`src/rtl/id_ex_pkg.sv`:
```
`default_nettype none
// ============================================================================
// Module      : id_ex_pkg
// Description : Shared types and constants for the ID/EX pipeline stage:
//               decoded control bundle, bubble constant, RV32 opcodes.
// Revision    : 1.0 - initial release
// ============================================================================
package id_ex_pkg;

   // Control bundle produced by the Control unit and carried into EX
   typedef struct packed {
      logic       RegWrite;
      logic       MemtoReg;
      logic       MemRead;
      logic       MemWrite;
      logic [1:0] ALUOp;
      logic       ALUSrc;
      logic       Branch;
   } ctrl_t;

   // A bubble carries no side effects: every control bit cleared
   localparam ctrl_t CTRL_BUBBLE = '0;

   // RV32I major opcodes decoded by Control
   localparam logic [6:0] OP_RTYPE  = 7'b0110011;
   localparam logic [6:0] OP_ITYPE  = 7'b0010011;
   localparam logic [6:0] OP_LOAD   = 7'b0000011;
   localparam logic [6:0] OP_STORE  = 7'b0100011;
   localparam logic [6:0] OP_BRANCH = 7'b1100011;

   // True when the bundle describes a load (the only producer that can stall)
   function automatic logic is_load(input ctrl_t c);
      return c.MemRead;
   endfunction

endpackage : id_ex_pkg
`default_nettype wire

```
`src/rtl/load_use_detect.sv`:
```
`default_nettype none
// ============================================================================
// Module      : load_use_detect
// Description : Combinational load-use hazard detector. Flags when the
//               instruction in ID reads the destination of a load in EX.
//               Loads to x0 never create a dependency.
// Revision    : 1.0 - initial release
// ============================================================================
module load_use_detect
   import id_ex_pkg::*;
(
   input  logic       ex_valid_i,
   input  ctrl_t      ex_ctrl_i,
   input  logic [4:0] ex_rd_addr_i,
   input  logic       id_valid_i,
   input  logic [4:0] id_rs1_addr_i,
   input  logic [4:0] id_rs2_addr_i,
   output logic       lu_o
);

   logic ex_load;
   logic rd_nonzero;
   logic src_match;

   // Hazard = valid load in EX with a nonzero rd that a valid ID source reads
   always_comb begin
      ex_load    = ex_valid_i & is_load(ex_ctrl_i);
      rd_nonzero = (ex_rd_addr_i != 5'd0);
      src_match  = (ex_rd_addr_i == id_rs1_addr_i) | (ex_rd_addr_i == id_rs2_addr_i);
      lu_o       = ex_load & rd_nonzero & id_valid_i & src_match;
   end

endmodule : load_use_detect
`default_nettype wire

```
`src/rtl/id_ex_stage.sv`:
```
`default_nettype none
// ============================================================================
// Module      : id_ex_stage
// Description : ID/EX pipeline register with load-use hazard detection.
//               Captures Control outputs and ID operands, inserts bubbles on
//               branch flush or load-use, and freezes on data-memory stall.
//               Optional macro ID_EX_PERF_CNT_EN builds a saturating
//               inserted-bubble counter on bubble_cnt_o (tied to 0 otherwise).
// Revision    : 1.0 - initial release
// ============================================================================
module id_ex_stage
   import id_ex_pkg::*;
#(
   parameter int XLEN = 32
) (
   input  logic            clk_i,
   input  logic            rst_i,
   // Control unit outputs
   input  logic            RegWrite_i,
   input  logic            MemtoReg_i,
   input  logic            MemRead_i,
   input  logic            MemWrite_i,
   input  logic            ALUSrc_i,
   input  logic            Branch_i,
   input  logic [1:0]      ALUOp_i,
   // ID-stage instruction fields and operands
   input  logic            valid_i,
   input  logic [4:0]      rs1_addr_i,
   input  logic [4:0]      rs2_addr_i,
   input  logic [4:0]      rd_addr_i,
   input  logic [9:0]      funct_i,
   input  logic [XLEN-1:0] rs1_data_i,
   input  logic [XLEN-1:0] rs2_data_i,
   input  logic [XLEN-1:0] imm_i,
   // Pipeline control
   input  logic            flush_i,
   input  logic            mem_stall_i,
   // Registered control to EX
   output logic            RegWrite_o,
   output logic            MemtoReg_o,
   output logic            MemRead_o,
   output logic            MemWrite_o,
   output logic            ALUSrc_o,
   output logic            Branch_o,
   output logic [1:0]      ALUOp_o,
   // Registered instruction fields and operands
   output logic            valid_o,
   output logic [4:0]      rs1_addr_o,
   output logic [4:0]      rs2_addr_o,
   output logic [4:0]      rd_addr_o,
   output logic [9:0]      funct_o,
   output logic [XLEN-1:0] rs1_data_o,
   output logic [XLEN-1:0] rs2_data_o,
   output logic [XLEN-1:0] imm_o,
   // Hazard feedback
   output logic            NoOp_o,
   output logic            PCWrite_o,
   output logic            IFIDWrite_o,
   output logic [31:0]     bubble_cnt_o
);

   ctrl_t            ctrl_in;
   ctrl_t            ctrl_d,     ctrl_q;
   logic             valid_d,    valid_q;
   logic [4:0]       rs1_addr_d, rs1_addr_q;
   logic [4:0]       rs2_addr_d, rs2_addr_q;
   logic [4:0]       rd_addr_d,  rd_addr_q;
   logic [9:0]       funct_d,    funct_q;
   logic [XLEN-1:0]  rs1_data_d, rs1_data_q;
   logic [XLEN-1:0]  rs2_data_d, rs2_data_q;
   logic [XLEN-1:0]  imm_d,      imm_q;
   logic             lu;

   // Pack the loose Control outputs into the shared bundle
   always_comb begin
      ctrl_in          = CTRL_BUBBLE;
      ctrl_in.RegWrite = RegWrite_i;
      ctrl_in.MemtoReg = MemtoReg_i;
      ctrl_in.MemRead  = MemRead_i;
      ctrl_in.MemWrite = MemWrite_i;
      ctrl_in.ALUOp    = ALUOp_i;
      ctrl_in.ALUSrc   = ALUSrc_i;
      ctrl_in.Branch   = Branch_i;
   end

   load_use_detect u_load_use_detect (
      .ex_valid_i    (valid_q),
      .ex_ctrl_i     (ctrl_q),
      .ex_rd_addr_i  (rd_addr_q),
      .id_valid_i    (valid_i),
      .id_rs1_addr_i (rs1_addr_i),
      .id_rs2_addr_i (rs2_addr_i),
      .lu_o          (lu)
   );

   // Hazard feedback is purely combinational so the freeze lands this cycle
   always_comb begin
      NoOp_o      = lu;
      PCWrite_o   = ~lu & ~mem_stall_i;
      IFIDWrite_o = ~lu & ~mem_stall_i;
   end

   // Next state: stall holds, flush or load-use loads a zeroed bubble, else capture
   always_comb begin
      ctrl_d     = ctrl_q;
      valid_d    = valid_q;
      rs1_addr_d = rs1_addr_q;
      rs2_addr_d = rs2_addr_q;
      rd_addr_d  = rd_addr_q;
      funct_d    = funct_q;
      rs1_data_d = rs1_data_q;
      rs2_data_d = rs2_data_q;
      imm_d      = imm_q;
      if (!mem_stall_i) begin
         if (flush_i || lu) begin
            // Data fields are don't-care in a bubble; zero keeps traces deterministic
            ctrl_d     = CTRL_BUBBLE;
            valid_d    = 1'b0;
            rs1_addr_d = '0;
            rs2_addr_d = '0;
            rd_addr_d  = '0;
            funct_d    = '0;
            rs1_data_d = '0;
            rs2_data_d = '0;
            imm_d      = '0;
         end else begin
            ctrl_d     = ctrl_in;
            valid_d    = valid_i;
            rs1_addr_d = rs1_addr_i;
            rs2_addr_d = rs2_addr_i;
            rd_addr_d  = rd_addr_i;
            funct_d    = funct_i;
            rs1_data_d = rs1_data_i;
            rs2_data_d = rs2_data_i;
            imm_d      = imm_i;
         end
      end
   end

   // Pipeline register, cleared asynchronously to an empty (invalid) stage
   always_ff @(posedge clk_i or negedge rst_i) begin
      if (!rst_i) begin
         ctrl_q     <= CTRL_BUBBLE;
         valid_q    <= 1'b0;
         rs1_addr_q <= '0;
         rs2_addr_q <= '0;
         rd_addr_q  <= '0;
         funct_q    <= '0;
         rs1_data_q <= '0;
         rs2_data_q <= '0;
         imm_q      <= '0;
      end else begin
         ctrl_q     <= ctrl_d;
         valid_q    <= valid_d;
         rs1_addr_q <= rs1_addr_d;
         rs2_addr_q <= rs2_addr_d;
         rd_addr_q  <= rd_addr_d;
         funct_q    <= funct_d;
         rs1_data_q <= rs1_data_d;
         rs2_data_q <= rs2_data_d;
         imm_q      <= imm_d;
      end
   end

`ifdef ID_EX_PERF_CNT_EN
   logic        bubble_take;
   logic [31:0] bubble_cnt_d, bubble_cnt_q;

   // A bubble is counted once per edge it is captured; flush+lu together is one
   always_comb begin
      bubble_take  = ~mem_stall_i & (flush_i | lu);
      bubble_cnt_d = bubble_cnt_q;
      if (bubble_take && (bubble_cnt_q != 32'hFFFF_FFFF)) begin
         bubble_cnt_d = bubble_cnt_q + 32'd1;
      end
   end

   // Saturating bubble counter
   always_ff @(posedge clk_i or negedge rst_i) begin
      if (!rst_i) begin
         bubble_cnt_q <= '0;
      end else begin
         bubble_cnt_q <= bubble_cnt_d;
      end
   end

   assign bubble_cnt_o = bubble_cnt_q;
`else
   assign bubble_cnt_o = 32'd0;
`endif

   // Drive registered outputs from the pipeline register
   always_comb begin
      RegWrite_o = ctrl_q.RegWrite;
      MemtoReg_o = ctrl_q.MemtoReg;
      MemRead_o  = ctrl_q.MemRead;
      MemWrite_o = ctrl_q.MemWrite;
      ALUOp_o    = ctrl_q.ALUOp;
      ALUSrc_o   = ctrl_q.ALUSrc;
      Branch_o   = ctrl_q.Branch;
      valid_o    = valid_q;
      rs1_addr_o = rs1_addr_q;
      rs2_addr_o = rs2_addr_q;
      rd_addr_o  = rd_addr_q;
      funct_o    = funct_q;
      rs1_data_o = rs1_data_q;
      rs2_data_o = rs2_data_q;
      imm_o      = imm_q;
   end

endmodule : id_ex_stage
`default_nettype wire
```
`config.mk`:
```
export PLATFORM = sky130hd
export DESIGN_NAME = id_ex_stage
export DESIGN_NICKNAME = d
export VERILOG_FILES = /design/src/rtl/id_ex_pkg.sv /design/src/rtl/load_use_detect.sv /design/src/rtl/id_ex_stage.sv
export SDC_FILE = /design/constraint.sdc
export NUM_CORES = 1
export LEC_CHECK = 0
export BUFFER_PORTS_ARGS = -buffer_cell sky130_fd_sc_hd__buf_4
export CAP_MARGIN = 20
export CORE_AREA = 2 2 123 172
export DETAILED_ROUTE_END_ITERATION = 16
export DIE_AREA = 0 0 125 174
export GPL_ROUTABILITY_DRIVEN = 0
export SLEW_MARGIN = 20
export SYNTH_ARGS = -nofsm -noshare
export SYNTH_HDL_FRONTEND = slang
export SYNTH_HIERARCHICAL = 1
export SYNTH_SLANG_ARGS = --single-unit
```
`constraint.sdc`:
```
create_clock -name clk_i -period 2.6 [get_ports clk_i]
set_clock_uncertainty 0.05 [all_clocks]
set_input_delay 0.52 -clock clk_i [delete_from_list [all_inputs] [get_ports clk_i]]
set_output_delay 0.52 -clock clk_i [all_outputs]
set_load 0.005 [all_outputs]
```
# [Word-level counts from Yosys, hierarchy flattened]
# Index checks and enable logic that the tools add are counted.
[classes] mul=0 muxes=9 reduce_logical=2 n_bitwise=8 eq_ne=2 div=0 shift=0 n_lt_le_gt_ge=0 add_sub_neg=0
[ops] cell="two-way mux 32 bit" n=3
[ops] cell="two-way mux 5 bit" n=3
[ops] cell="equality test 5 bit" n=2
[ops] cell="two-way mux 10 bit" n=1
[ops] cell="two-way mux 8 bit" n=1
[ops] cell="bitwise AND 1 bit" n=5
[ops] cell="nonzero test 5 bit" n=1
[ops] cell="inverter 1 bit" n=2
[ops] cell="logical OR 1 bit" n=1
[ops] cell="two-way mux 1 bit" n=1
[ops] cell="bitwise OR 1 bit" n=1
[word_totals] n_memories=0 out_inout_bits=165 word_cells=36 romBits=0 mem_bits_rw=0 latchBits=0 inputBits=134 regBits=130

# [Logic depth before layout (Yosys ltp)]
# Gate-level depths: netlist of run 1.
[depth] word_depth=6 ltp_mapped=8 ltp_nobuf=6

# [Cells and area by module]
# The synthesis of run 1 kept the hierarchy.
[modules_own_cells] module="id_ex_stage" cells_each=599 instances=1 seq_area_each_um2=3253.1 area_per_inst_um2=5843.1
[modules_own_cells] module="load_use_detect" cells_each=17 instances=1 seq_area_each_um2=0.0 area_per_inst_um2=128.9

# [Worst setup path after synthesis of run 1]
# No wires, ideal clock.
[synth_timing] path_kind="register to output" start="register rd_addr_q[3] (netlist: rd_addr_o[3])" end="output port PCWrite_o" n_path_buf=1 arrival_time_ps=1500 required_time_ps=2030 slack_ps=530 stages_incl_launch_ff=6 cell_sequence="dfrtp_1 or4_1 o2111ai_1 a21oi_1 nor2_1 buf_4"
[synth_between] elab_chain_len=6 word_cells_on_any_way=9 classes_between="2 x eq/ne; 6 x bitwise; 1 x reduce/logical"
[synth_lines] element="start, declared" line_no="id_ex_stage.sv:67" rtl="logic [4:0] rd_addr_d, rd_addr_q;"
[synth_lines] element="start signal, assigned" line_no="id_ex_stage.sv:157" rtl="rd_addr_q <= rd_addr_d;"
[synth_lines] element="nonzero test 5 bit" line_no="load_use_detect.sv:28" rtl="rd_nonzero = (ex_rd_addr_i != 5'd0);"
[synth_lines] element="bitwise AND 1 bit (2 in a row)" line_no="load_use_detect.sv:30" rtl="lu_o = ex_load & rd_nonzero & id_valid_i & src_match;"
[synth_lines] element="bitwise AND 1 bit (*)" line_no="load_use_detect.sv:30"
[synth_lines] element="net NoOp_o" line_no="id_ex_stage.sv:56" rtl="output logic NoOp_o,"
[synth_lines] element="inverter 1 bit (*)"
[synth_lines] element="bitwise AND 1 bit (*)"
[synth_lines] element="end, declared" line_no="id_ex_stage.sv:57" rtl="output logic PCWrite_o,"
# Mark *: on every way through the listed nets, which the timed path passes. The rest lies on a longest branch.

# [Worst setup path after layout of run 1]
[layout_timing] start="register rd_addr_q[0] (netlist: rd_addr_o[0])" end="output port IFIDWrite_o"
[layout_between] elab_chain_len=6 word_cells_on_any_way=9 classes_between="2 x eq/ne; 6 x bitwise; 1 x reduce/logical"
[layout_lines] element="nonzero test 5 bit" line_no="load_use_detect.sv:28"
[layout_lines] element="bitwise AND 1 bit (2 in a row)" line_no="load_use_detect.sv:30"
[layout_lines] element="bitwise AND 1 bit (*)" line_no="load_use_detect.sv:30"
[layout_lines] element="inverter 1 bit (*)" line_no="id_ex_stage.sv:100" rtl="IFIDWrite_o = ~lu & ~mem_stall_i;"
[layout_lines] element="bitwise AND 1 bit (*)" line_no="id_ex_stage.sv:100"
[layout_lines] element="end, declared" line_no="id_ex_stage.sv:58" rtl="output logic IFIDWrite_o,"
# Mark *: on every way between the ends. The rest lies on a longest branch, timed or not.

==> impl_metrics.xml, run 1 <==
<?xml version="1.0" encoding="UTF-8"?>
<metrics>
  <group name="outcome">
    <metric name="status" unit="">complete, no violations</metric>
  </group>
  <group name="place">
    <metric name="placed_instance_area" unit="sq mm">0.00799</metric>
    <metric name="detailedPlacementHpwl" unit="mm">11.8</metric>
    <metric name="io_buffer_count" unit="">266</metric>
  </group>
  <group name="synth">
    <metric name="synth_warnings" unit="">6</metric>
    <metric name="synth.distinct_cells" unit="">21</metric>
    <metric name="synthesis.instances" unit="">616</metric>
    <metric name="synth.ff_latch_count" unit="">130</metric>
    <metric name="syn-mean-instance-area" unit="sq um">9.69</metric>
    <metric name="netlist_area" unit="sq mm">0.00597</metric>
    <metric name="synth_sequential_area_ratio" unit="">0.545</metric>
  </group>
  <group name="sta">
    <metric name="tightest_slew" unit="ns">0.545</metric>
    <metric name="timing.final.hold_violations" unit="">0</metric>
    <metric name="timing.max_slew.rel_slack" unit="">0.637</metric>
    <metric name="setup-violations-final" unit="">0</metric>
    <metric name="setup_total_negative_slack" unit="ns">0</metric>
    <metric name="setup_repair_after_global_routing_missed_its_margin" unit="">no</metric>
    <metric name="fmax" unit="MHz">403</metric>
    <metric name="slew_viol_final" unit="">0</metric>
    <metric name="final_period_minus_worst_setup_slack" unit="ns">2.48</metric>
    <metric name="final.period_utilization" unit="">0.955</metric>
  </group>
  <group name="detailed_routing">
    <metric name="route.final.wire_length" unit="mm">16.6</metric>
    <metric name="vias_per_cell" unit="">4.26</metric>
    <metric name="dr.first_iter.drc_count" unit="">218</metric>
    <metric name="antenna_left" unit="">0</metric>
    <metric name="route.detailed.drc" unit="">0</metric>
    <metric name="drt-pass1-iter-count" unit="">4</metric>
    <metric name="total_vias_in_the_final_route" unit="">4854</metric>
    <metric name="detail_route.wl_per_cell" unit="microns">14.6</metric>
  </group>
  <group name="pwr">
    <metric name="vdd.ir_drop.worst" unit="V">0.000355</metric>
    <metric name="leakage" unit="uW">0.00425</metric>
    <metric name="power_density" unit="mW/mm^2">656</metric>
    <metric name="power_consumption" unit="uW">5700</metric>
  </group>
  <group name="floorplan">
    <metric name="dieWidth" unit="microns">125</metric>
    <metric name="design.die.area" unit="sq mm">0.0218</metric>
    <metric name="fp-row-count" unit="">62</metric>
    <metric name="num_io_pins" unit="">299</metric>
    <metric name="initial_utilization" unit="">0.294</metric>
    <metric name="die_ht" unit="microns">174</metric>
    <metric name="core_area" unit="sq mm">0.0203</metric>
  </group>
  <group name="final_layout">
    <metric name="final_nets" unit="">1005</metric>
    <metric name="n_fill_cell" unit="">2066</metric>
    <metric name="antenna-diode-count" unit="">0</metric>
    <metric name="area_delta_synth_final" unit="%">45.6</metric>
    <metric name="final_design_instance_area_without_fill" unit="sq mm">0.00869</metric>
    <metric name="post_route_cells_drive_above_1_share" unit="">0.378</metric>
  </group>
  <group name="clock_network">
    <metric name="inserted_clock_buffers" unit="">17</metric>
    <metric name="clkTransAtPathRegs" unit="ns">0.06</metric>
    <metric name="cts_root_buf" unit="">clkbuf_16</metric>
    <metric name="cts_hold_repair.buffers" unit="">0</metric>
    <metric name="numClockSinks" unit="">130</metric>
    <metric name="cts_tree" unit="">done</metric>
    <metric name="htree_num_levels" unit="">4</metric>
    <metric name="clock_latency" unit="ns">0.41</metric>
    <metric name="cts.path.max_buffers" unit="">2</metric>
  </group>
  <group name="flow_run">
    <metric name="max-cap-violations" unit="">0</metric>
  </group>
  <group name="critical_path">
    <metric name="worstSetupPathType" unit="">flip-flop to output pin</metric>
    <metric name="reg2reg_slack" unit="ns">0.30</metric>
    <metric name="arrival" unit="ns">1.91</metric>
    <metric name="critPathRequiredTime" unit="ns">2.03</metric>
    <metric name="critPathCaptureType" unit="">output pin</metric>
    <metric name="critPathLaunchType" unit="">flip-flop</metric>
    <metric name="r2r_start" unit="">rd_addr_o[0]$_DFFE_PN0N_</metric>
    <metric name="regToRegEndpoint" unit="">rs2_data_o[31]$_DFFE_PN0N_</metric>
    <metric name="critPathMaxFanout" unit="">4</metric>
    <metric name="ff2ff_path_depth" unit="">9</metric>
  </group>
  <group name="grt">
    <metric name="total_routing_usage_gr" unit="">0.152</metric>
    <metric name="grt_first_pass_wirelength" unit="mm">26.3</metric>
    <metric name="grt-ovfl-total" unit="">0</metric>
    <metric name="first_global_vias" unit="">4740</metric>
    <metric name="number_of_antenna_violations_at_the_first_check_in_global_routing" unit="">0</metric>
    <metric name="grt_start_max_net_pins" unit="">68</metric>
  </group>
  <group name="hold_path">
    <metric name="hold_path_class" unit="">input port to asynchronous set/reset pin</metric>
  </group>
</metrics>
cell usage in the layout (no fill, tap or decap):
cell type | netlist | final
nor2_4 | 0 | 1
buf_12 | 0 | 6
nand3_1 | 2 | 2
clkinv_2 | 0 | 1
dfrtp_1 | 130 | 128
clkbuf_8 | 0 | 1
buf_6 | 15 | 2
o21ai_0 | 22 | 22
or4_4 | 0 | 1
o21ai_1 | 94 | 94
bufinv_16 | 0 | 4
o2111ai_2 | 0 | 1
dfrtp_2 | 0 | 2
or2_4 | 1 | 1
nor3_1 | 2 | 2
clkbuf_16 | 0 | 17
conb_1 | 1 | 32
clkinvlp_4 | 0 | 4
buf_4 | 45 | 273
xnor2_1 | 4 | 4
nand2b_1 | 130 | 130
o21ai_2 | 14 | 14
nand2_1 | 130 | 130
a21oi_2 | 0 | 1
xor2_1 | 6 | 6
inv_6 | 0 | 5
kinds of logic after synthesis:
| group | share of synthesized area |
|---|---|
| DFF | 0.545 |
| other | 0.000628 |
| xor gates and xnor gates | 0.0147 |
| and+or+nand+nor | 0.225 |
| buffers and inverters | 0.0953 |
| AOI/OAI and AO/OA | 0.120 |
cells in the mapped netlist:
master     number  share of area
conb_1          1        0.00063
nand2b_1      130           0.14
buf_4          45          0.057
or2_4           1         0.0015
clkbuf_1       14         0.0088
nor3_1          2         0.0017
o21ai_2        14          0.021
buf_6          15          0.028
o21ai_1        94          0.079
clkbuf_2        1        0.00084
buf_2           1        0.00084
o21ai_0        22          0.018
nand2_1       130          0.082
o2111ai_1       1         0.0015
xor2_1          6         0.0088
dfrtp_1       130           0.54
nor2_1          1        0.00063
or4_1           1         0.0013
nand3_1         2         0.0017
xnor2_1         4         0.0059
a21oi_1         1        0.00084
worst max-delay path by stage:
stage	slack (ns)	cells past startpoint	startpoint	endpoint
floorplan	0.53	5	rd_addr_o[3]$_DFFE_PN0N_	PCWrite_o
global placement	0.27	8	rs1_addr_i[2]	PCWrite_o
detailed placement	0.29	8	rs1_addr_i[2]	IFIDWrite_o
CTS	0.009	6	rd_addr_o[3]$_DFFE_PN0N_	IFIDWrite_o
global route	0.004	7	rd_addr_o[0]$_DFFE_PN0N_	IFIDWrite_o
finish	0.12	7	rd_addr_o[0]$_DFFE_PN0N_	IFIDWrite_o
per-layer routing:
layer  GRT usage  part of all wire  up-vias
met5           0                 0        -
met4      0.0569             0.018        0
met3      0.0428             0.060       13
met2       0.261              0.52      153
met1       0.181              0.40     2276
li1            -                 -     2412
area by class of cell:
| type | instances | area [sq um] | area share |
|---|---|---|---|
| flip-flops and latches | 130 | 3260 | 0.374 |
| multi-input cells | 441 | 2290 | 0.263 |
| repair buffers | 281 | 2190 | 0.252 |
| clock buffers | 18 | 439 | 0.0505 |
| well taps | 256 | 320 | 0.0368 |
| clock inverters | 14 | 199 | 0.0229 |
registers in the layout (all words and copies together), names as in the netlist:
register	count
imm_o	32
rs1_data_o	32
rs2_data_o	32
funct_o	10
rd_addr_o	5
rs1_addr_o	5
rs2_addr_o	5
ALUOp_o	2
ALUSrc_o	1
Branch_o	1
MemRead_o	1
MemWrite_o	1
MemtoReg_o	1
RegWrite_o	1
valid_o	1
power by group:
part           internal, uW  switching (uW)
clock network          1650             945
logic                   470             368
registers              2180            90.7
worst max-delay path, cell delays in order (launching register included):
cell and delay (ns):
dfrtp_2 0.43, buf_4 0.15, xor2_1 0.15, nor3_1 0.17, nand3_1 0.10, a21oi_2 0.31, nor2_4 0.06, buf_4 0.14
per-stage QoR:
stage	worst slack, ns	cells	hold slack (ns)	utilization
global route	0.00399	1140	0.0576	0.428
global placement	0.267	1103	0.417	0.393
finish	0.118	1140	0.0357	0.428
detailed placement	0.291	1103	0.420	0.393
floorplan	0.530	647	0.174	-
CTS	0.00920	1140	0.0432	0.428
repair_timing:
item | 4_1_cts | 5_1_grt
pin swaps | 0 | 2
resized for setup | 6 | 1
setup buffers | 5 | 1
endpoints found under the setup margin | 2 | 2
hold endpoints to repair | 0 | 0
Note: power is estimated with default switching activity, not from simulation.
==> inputs of run 2 (changes only) <==
--- a/config.mk
+++ b/config.mk
@@ -7,10 +7,11 @@
 export LEC_CHECK = 0
 export BUFFER_PORTS_ARGS = -buffer_cell sky130_fd_sc_hd__buf_4
 export CAP_MARGIN = 20
-export CORE_AREA = 2 2 123 172
+export CORE_AREA = 2 2 104 147
 export DETAILED_ROUTE_END_ITERATION = 16
-export DIE_AREA = 0 0 125 174
+export DIE_AREA = 0 0 106 149
 export GPL_ROUTABILITY_DRIVEN = 0
+export PLACE_DENSITY = 0.73
 export SLEW_MARGIN = 20
 export SYNTH_ARGS = -nofsm -noshare
 export SYNTH_HDL_FRONTEND = slang
==> constraint.sdc (replaced) <==
create_clock -name clk_i -period 2.5 [get_ports clk_i]
set_clock_uncertainty 0.05 [all_clocks]
set_input_delay 0.5 -clock clk_i [delete_from_list [all_inputs] [get_ports clk_i]]
set_output_delay 0.5 -clock clk_i [all_outputs]
set_load 0.005 [all_outputs]
==> run 2 against run 1 <==
First-iteration DRC count shrank 8.7%. Clock-buffer cell count rose by 1. Largest power group unchanged. Critical endpoint unchanged. Final cell count decreased by 5.4%. Clock power rose by 6%. Register-to-register slack got worse by 0.02 ns.
==> impl_metrics.xml, run 2 (synthesis gave the netlist of run 1 again) <==
<?xml version="1.0" encoding="UTF-8"?>
<metrics>
  <group name="pwr">
    <metric name="leakage" unit="uW">0.00427</metric>
    <metric name="combPwrFrac" unit="">0.146</metric>
    <metric name="intPower" unit="uW">4560</metric>
    <metric name="power.share.sequential" unit="">0.396</metric>
    <metric name="power_density" unit="mW/mm^2">690</metric>
    <metric name="share_clk_of_total_power" unit="">0.458</metric>
    <metric name="p_sw_frac" unit="">0.237</metric>
    <metric name="vdd.ir_drop.worst" unit="V">0.000329</metric>
    <metric name="netSwitchingPower" unit="uW">1410</metric>
  </group>
  <group name="grt">
    <metric name="grt-ovfl-total" unit="">0</metric>
    <metric name="grt_first_pass_wirelength" unit="mm">24.3</metric>
    <metric name="first_global_vias" unit="">4595</metric>
    <metric name="total_routing_usage_gr" unit="">0.198</metric>
    <metric name="grt_start_max_net_pins" unit="">135</metric>
    <metric name="number_of_antenna_violations_at_the_first_check_in_global_routing" unit="">0</metric>
  </group>
  <group name="final_layout">
    <metric name="final_cell_mix" unit="">274 x buf_4, 130 x nand2b_1, 130 x nand2_1</metric>
    <metric name="final_nets" unit="">1008</metric>
    <metric name="antenna-diode-count" unit="">0</metric>
    <metric name="final_design_instance_area_without_fill" unit="sq mm">0.00866</metric>
    <metric name="mostFrequentLayoutCell" unit="">buf_4</metric>
    <metric name="area_delta_synth_final" unit="%">45.0</metric>
    <metric name="post_route_cells_drive_above_1_share" unit="">0.383</metric>
  </group>
  <group name="clock_network">
    <metric name="clkTransAtPathRegs" unit="ns">0.07</metric>
    <metric name="cts_tree" unit="">done</metric>
    <metric name="htree_num_levels" unit="">4</metric>
    <metric name="numClockSinks" unit="">130</metric>
    <metric name="clock_latency" unit="ns">0.40</metric>
    <metric name="inserted_clock_buffers" unit="">17</metric>
    <metric name="cts.path.max_buffers" unit="">2</metric>
    <metric name="cts_root_buf" unit="">clkbuf_16</metric>
  </group>
  <group name="critical_path">
    <metric name="critPathCaptureType" unit="">output pin</metric>
    <metric name="critical-path-max-stage-delay" unit="ns">0.51</metric>
    <metric name="cpLargestDelayFamily" unit="">simple AND/OR/NAND/NOR gates</metric>
    <metric name="critPathRequiredTime" unit="ns">1.95</metric>
    <metric name="cpMaxStageDelayCell" unit="">or4_4</metric>
    <metric name="cp_num_cells" unit="">5</metric>
    <metric name="r2r_start" unit="">rd_addr_o[4]$_DFFE_PN0N_</metric>
    <metric name="path_buf_inv" unit="">1</metric>
    <metric name="ff2ff_path_depth" unit="">9</metric>
    <metric name="critPathLaunchType" unit="">flip-flop</metric>
    <metric name="arrival" unit="ns">1.91</metric>
    <metric name="critical_path.cell_chain" unit="">or4_4 -&gt; o2111ai_2 -&gt; a21oi_2 -&gt; nor2_4 -&gt; buf_4</metric>
    <metric name="critPathMaxFanout" unit="">3</metric>
    <metric name="worstSetupPathType" unit="">flip-flop to output pin</metric>
    <metric name="startpoint" unit="">rd_addr_o[0]$_DFFE_PN0N_</metric>
  </group>
  <group name="detailed_routing">
    <metric name="dr.first_iter.drc_count" unit="">199</metric>
    <metric name="route.detailed.drc" unit="">0</metric>
    <metric name="detail_route.wl_per_cell" unit="microns">14.6</metric>
    <metric name="antenna_left" unit="">0</metric>
    <metric name="total_vias_in_the_final_route" unit="">4924</metric>
    <metric name="route.final.wire_length" unit="mm">15.7</metric>
    <metric name="vias_per_cell" unit="">4.57</metric>
    <metric name="drt-pass1-iter-count" unit="">4</metric>
  </group>
  <group name="sta">
    <metric name="timing.final.hold_violations" unit="">0</metric>
    <metric name="final_period_minus_worst_setup_slack" unit="ns">2.46</metric>
    <metric name="slew_viol_final" unit="">0</metric>
    <metric name="setup_repair_after_global_routing_missed_its_margin" unit="">yes</metric>
    <metric name="worst_hold_slack" unit="ns">0.280</metric>
    <metric name="setup_total_negative_slack" unit="ns">0</metric>
    <metric name="fmax" unit="MHz">407</metric>
    <metric name="final.period_utilization" unit="">0.984</metric>
    <metric name="setup-violations-final" unit="">0</metric>
  </group>
  <group name="hold_path">
    <metric name="worst_hold_stages" unit="">3</metric>
    <metric name="hold_path_startpoint" unit="">rs2_data_i[9]</metric>
    <metric name="hold_path_class" unit="">input port to flip-flop</metric>
  </group>
  <group name="floorplan">
    <metric name="die_ht" unit="microns">149</metric>
    <metric name="dieWidth" unit="microns">106</metric>
    <metric name="core_area" unit="sq mm">0.0147</metric>
    <metric name="design.die.area" unit="sq mm">0.0158</metric>
    <metric name="num_io_pins" unit="">299</metric>
    <metric name="fp-row-count" unit="">53</metric>
    <metric name="initial_utilization" unit="">0.407</metric>
  </group>
  <group name="place">
    <metric name="placed_instance_area" unit="sq mm">0.00789</metric>
    <metric name="io_buffer_count" unit="">266</metric>
    <metric name="detailedPlacementHpwl" unit="mm">11.1</metric>
  </group>
  <group name="outcome">
    <metric name="status" unit="">complete, no violations</metric>
  </group>
  <group name="flow_run">
    <metric name="max-cap-violations" unit="">0</metric>
  </group>
</metrics>
## run 2: metrics by stage
stage          utilization  power (uW)  cells  worst slack [ns]
4_1_cts              0.587        6030   1075           0.00232
3_3_place_gp         0.538        3240   1039             0.203
6_report             0.591        5970   1078            0.0410
3_5_place_dp         0.538        3260   1039             0.172
5_1_grt              0.591        6250   1078           -0.0316
2_1_floorplan            -        2770    647             0.450
## run 2: metal layers
layer | GRT usage | vias up | part of all wire
li1 | - | 2425 | -
met1 | 0.234 | 2284 | 0.39
met2 | 0.332 | 178 | 0.51
met3 | 0.0463 | 37 | 0.054
met4 | 0.107 | 0 | 0.042
met5 | 0 | - | 0
## run 2: cell type report
class	count	area, sq um
repair buffers	284	2200
well taps	192	240
flip-flops and latches	130	3260
fillers	1301	5990
multi-input cells	441	2310
clock inverters	12	205
clock buffers	19	443
## run 2: final timing paths
kind                                             end  slack (ns)
min in group asynchronous      imm_o[11]$_DFFE_PN0N_        0.51
min reg2reg                    imm_o[22]$_DFFE_PN0N_        0.43
max in group asynchronous  rs2_addr_o[0]$_DFFE_PN0N_        1.25
max reg2reg                    imm_o[31]$_DFFE_PN0N_        0.28
max                                      IFIDWrite_o        0.04
min                        rs2_data_o[9]$_DFFE_PN0N_        0.28
## run 2: timing repair
action	CTS	global route
hold endpoints to repair	31	0
pin swaps	3	7
buffers inserted	4	3
hold buffers	1	0
resized for setup	9	6
setup endpoints to repair	2	3
## run 2: worst register-to-register path: stages (launching register included)
cell and delay (ns):
dfrtp_2 0.43, buf_6 0.13, xor2_2 0.18, nor3_2 0.15, nand3_1 0.12, a21oi_2 0.24, buf_4 0.14, or2_4 0.24
buf_4 0.28, o21ai_0 0.13
## run 2: power groups by stage
stage,combinational (uW),clock (uW),sequential [uW]
after floorplan,360,0,2410
after global placement,847,0,2400
after detailed placement,859,0,2400
after CTS,876,2790,2370
after global routing,965,2900,2380
final,873,2740,2360
==> inputs of run 3 (changes only) <==
--- a/config.mk
+++ b/config.mk
@@ -7,9 +7,9 @@
 export LEC_CHECK = 0
 export BUFFER_PORTS_ARGS = -buffer_cell sky130_fd_sc_hd__buf_4
 export CAP_MARGIN = 20
-export CORE_AREA = 2 2 104 147
+export CORE_AREA = 2 2 94 163
 export DETAILED_ROUTE_END_ITERATION = 16
-export DIE_AREA = 0 0 106 149
+export DIE_AREA = 0 0 96 165
 export GPL_ROUTABILITY_DRIVEN = 0
 export PLACE_DENSITY = 0.73
 export SLEW_MARGIN = 20
==> run 3 against run 2 <==
Routed wire length up 1.4%. Critical path type unchanged. Largest power group unchanged. Non-clock buffer count is 9 lower. Final area decreased by 1.7%. Sequential power barely moved.
==> impl_metrics.xml, run 3 (synthesis gave the netlist of run 1 again) <==
<?xml version="1.0" encoding="UTF-8"?>
<metrics>
  <group name="outcome">
    <metric name="status" unit="">complete, no violations</metric>
  </group>
  <group name="detailed_routing">
    <metric name="vias_per_cell" unit="">4.60</metric>
    <metric name="total_vias_in_the_final_route" unit="">4861</metric>
    <metric name="antenna_left" unit="">0</metric>
    <metric name="detail_route.wl_per_cell" unit="microns">15.1</metric>
    <metric name="route.final.wire_length" unit="mm">15.9</metric>
    <metric name="route.detailed.drc" unit="">0</metric>
    <metric name="dr.first_iter.drc_count" unit="">241</metric>
    <metric name="drt-pass1-iter-count" unit="">5</metric>
  </group>
  <group name="clock_network">
    <metric name="numClockSinks" unit="">130</metric>
    <metric name="htree_num_levels" unit="">4</metric>
    <metric name="clkTransAtPathRegs" unit="ns">0.06</metric>
    <metric name="clock_latency" unit="ns">0.40</metric>
    <metric name="inserted_clock_buffers" unit="">17</metric>
    <metric name="cts.path.max_buffers" unit="">2</metric>
    <metric name="cts_root_buf" unit="">clkbuf_16</metric>
    <metric name="cts_tree" unit="">done</metric>
    <metric name="cts_hold_repair.buffers" unit="">0</metric>
  </group>
  <group name="place">
    <metric name="setup_slack_after_placement" unit="ns">0.240</metric>
    <metric name="detailedPlacementHpwl" unit="mm">11.1</metric>
    <metric name="placed_instance_area" unit="sq mm">0.00785</metric>
    <metric name="io_buffer_count" unit="">266</metric>
  </group>
  <group name="grt">
    <metric name="total_routing_usage_gr" unit="">0.199</metric>
    <metric name="grt-ovfl-total" unit="">0</metric>
    <metric name="first_global_vias" unit="">4691</metric>
    <metric name="number_of_antenna_violations_at_the_first_check_in_global_routing" unit="">0</metric>
    <metric name="grt_first_pass_wirelength" unit="mm">24.1</metric>
    <metric name="grt_start_max_net_pins" unit="">136</metric>
  </group>
  <group name="floorplan">
    <metric name="fp-row-count" unit="">58</metric>
    <metric name="die_ht" unit="microns">165</metric>
    <metric name="core_area" unit="sq mm">0.0144</metric>
    <metric name="design.die.area" unit="sq mm">0.0158</metric>
    <metric name="dieWidth" unit="microns">96</metric>
    <metric name="num_io_pins" unit="">299</metric>
    <metric name="initial_utilization" unit="">0.414</metric>
  </group>
  <group name="sta">
    <metric name="fin_ws" unit="ns">0.00525</metric>
    <metric name="timing.final.hold_violations" unit="">0</metric>
    <metric name="setup_repair_after_global_routing_missed_its_margin" unit="">yes</metric>
    <metric name="fmax" unit="MHz">401</metric>
    <metric name="tightest_slew" unit="ns">0.721</metric>
    <metric name="setup_total_negative_slack" unit="ns">0</metric>
    <metric name="final_period_minus_worst_setup_slack" unit="ns">2.49</metric>
    <metric name="setup-violations-final" unit="">0</metric>
    <metric name="slew_viol_final" unit="">0</metric>
    <metric name="timing.max_slew.rel_slack" unit="">0.519</metric>
    <metric name="final.period_utilization" unit="">0.998</metric>
  </group>
  <group name="pwr">
    <metric name="leakage" unit="uW">0.00420</metric>
    <metric name="vdd.ir_drop.worst" unit="V">0.000405</metric>
    <metric name="power_density" unit="mW/mm^2">685</metric>
  </group>
  <group name="hold_path">
    <metric name="hold_path_class" unit="">input port to asynchronous set/reset pin</metric>
  </group>
  <group name="final_layout">
    <metric name="area_delta_synth_final" unit="%">42.6</metric>
    <metric name="final_design_instance_area_without_fill" unit="sq mm">0.00852</metric>
    <metric name="antenna-diode-count" unit="">0</metric>
    <metric name="post_route_cells_drive_above_1_share" unit="">0.371</metric>
    <metric name="final_nets" unit="">999</metric>
    <metric name="n_fill_cell" unit="">1302</metric>
    <metric name="final_cell_mix" unit="">269 x buf_4, 130 x nand2b_1, 130 x nand2_1</metric>
    <metric name="mostFrequentLayoutCell" unit="">buf_4</metric>
  </group>
  <group name="flow_run">
    <metric name="max-cap-violations" unit="">0</metric>
  </group>
  <group name="critical_path">
    <metric name="critPathRequiredTime" unit="ns">1.95</metric>
    <metric name="critPathMaxFanout" unit="">3</metric>
    <metric name="arrival" unit="ns">1.94</metric>
    <metric name="critPathLaunchType" unit="">flip-flop</metric>
    <metric name="worstSetupPathType" unit="">flip-flop to output pin</metric>
    <metric name="critPathCaptureType" unit="">output pin</metric>
  </group>
</metrics>
[run 3: changes by cell type in the layout (fill, tap and decap cells not counted), sizes merged]
| cell | before | now |
|---|---|---|
| buf | 283 | 275 |
| clkinvlp | 2 | 4 |
| dlygate4sd3 | 1 | 0 |
| clkinv | 3 | 4 |
| inv | 2 | 0 |
| bufinv | 5 | 4 |
| clkbuf | 19 | 18 |
[run 3: worst max-delay path: stages, from the launching register on]
cell	delay, ns
dfrtp_1	0.41
or4_4	0.52
o2111ai_2	0.19
a21oi_2	0.08
nor2_2	0.20
buf_4	0.15
[run 3: layout make-up]
class | instances | area, sq um | area share
Multi-Input combinational cell | 441 | 2280 | 0.268
Sequential cell | 130 | 3250 | 0.382
Timing Repair Buffer | 275 | 2130 | 0.250
Clock inverter | 12 | 185 | 0.0217
Tap cell | 180 | 225 | 0.0264
Clock buffer | 18 | 439 | 0.0516
[run 3: metrics by stage]
| step | hold WS (ns) | std cells | total power (uW) | util |
|---|---|---|---|---|
| finish | 0.139 | 1056 | 5840 | 0.590 |
| global route | 0.210 | 1056 | 6110 | 0.590 |
| CTS | 0.192 | 1054 | 5900 | 0.588 |
| detailed placement | 0.418 | 1022 | 3260 | 0.543 |
| global placement | 0.416 | 1022 | 3240 | 0.543 |
| floorplan | 0.154 | 647 | 2770 | - |
[run 3: per-layer routing]
layer | up-vias | GRT usage | share of wire
li1 | 2406 | - | -
met5 | - | 0 | 0
met4 | 0 | 0.0818 | 0.029
met3 | 27 | 0.0470 | 0.061
met2 | 191 | 0.345 | 0.54
met1 | 2237 | 0.233 | 0.37
[run 3: final timing paths]
check                                              start                         to  slack, ns  depth (start not counted)
worst max-delay path            rd_addr_o[4]$_DFFE_PN0N_                  PCWrite_o      0.005                          5
worst min-delay path                               rst_i       imm_o[9]$_DFFE_PN0N_       0.14                          2
worst max register to register  rd_addr_o[0]$_DFFE_PN0N_      imm_o[31]$_DFFE_PN0N_       0.39                          8
worst min register to register     imm_o[18]$_DFFE_PN0N_      imm_o[18]$_DFFE_PN0N_       0.43                          2
max in group asynchronous                          rst_i   rd_addr_o[0]$_DFFE_PN0N_       1.68                          2
min in group clk_i                         rs1_data_i[5]  rs1_data_o[5]$_DFFE_PN0N_       0.29                          3
[run 3: power breakdown]
part | total (uW) | leakage, uW | switching [uW] | internal [uW]
Combinational | 857 | 0.00222 | 378 | 480
Sequential | 2370 | 0.00169 | 97.6 | 2270
Clock | 2610 | 0.000290 | 924 | 1690
[run 3: what timing repair did]
action / in CTS / in global routing
setup buffers: 2 / 2
pin swaps: 1 / 1
resized for setup: 3 / 2
setup endpoints to repair: 2 / 2
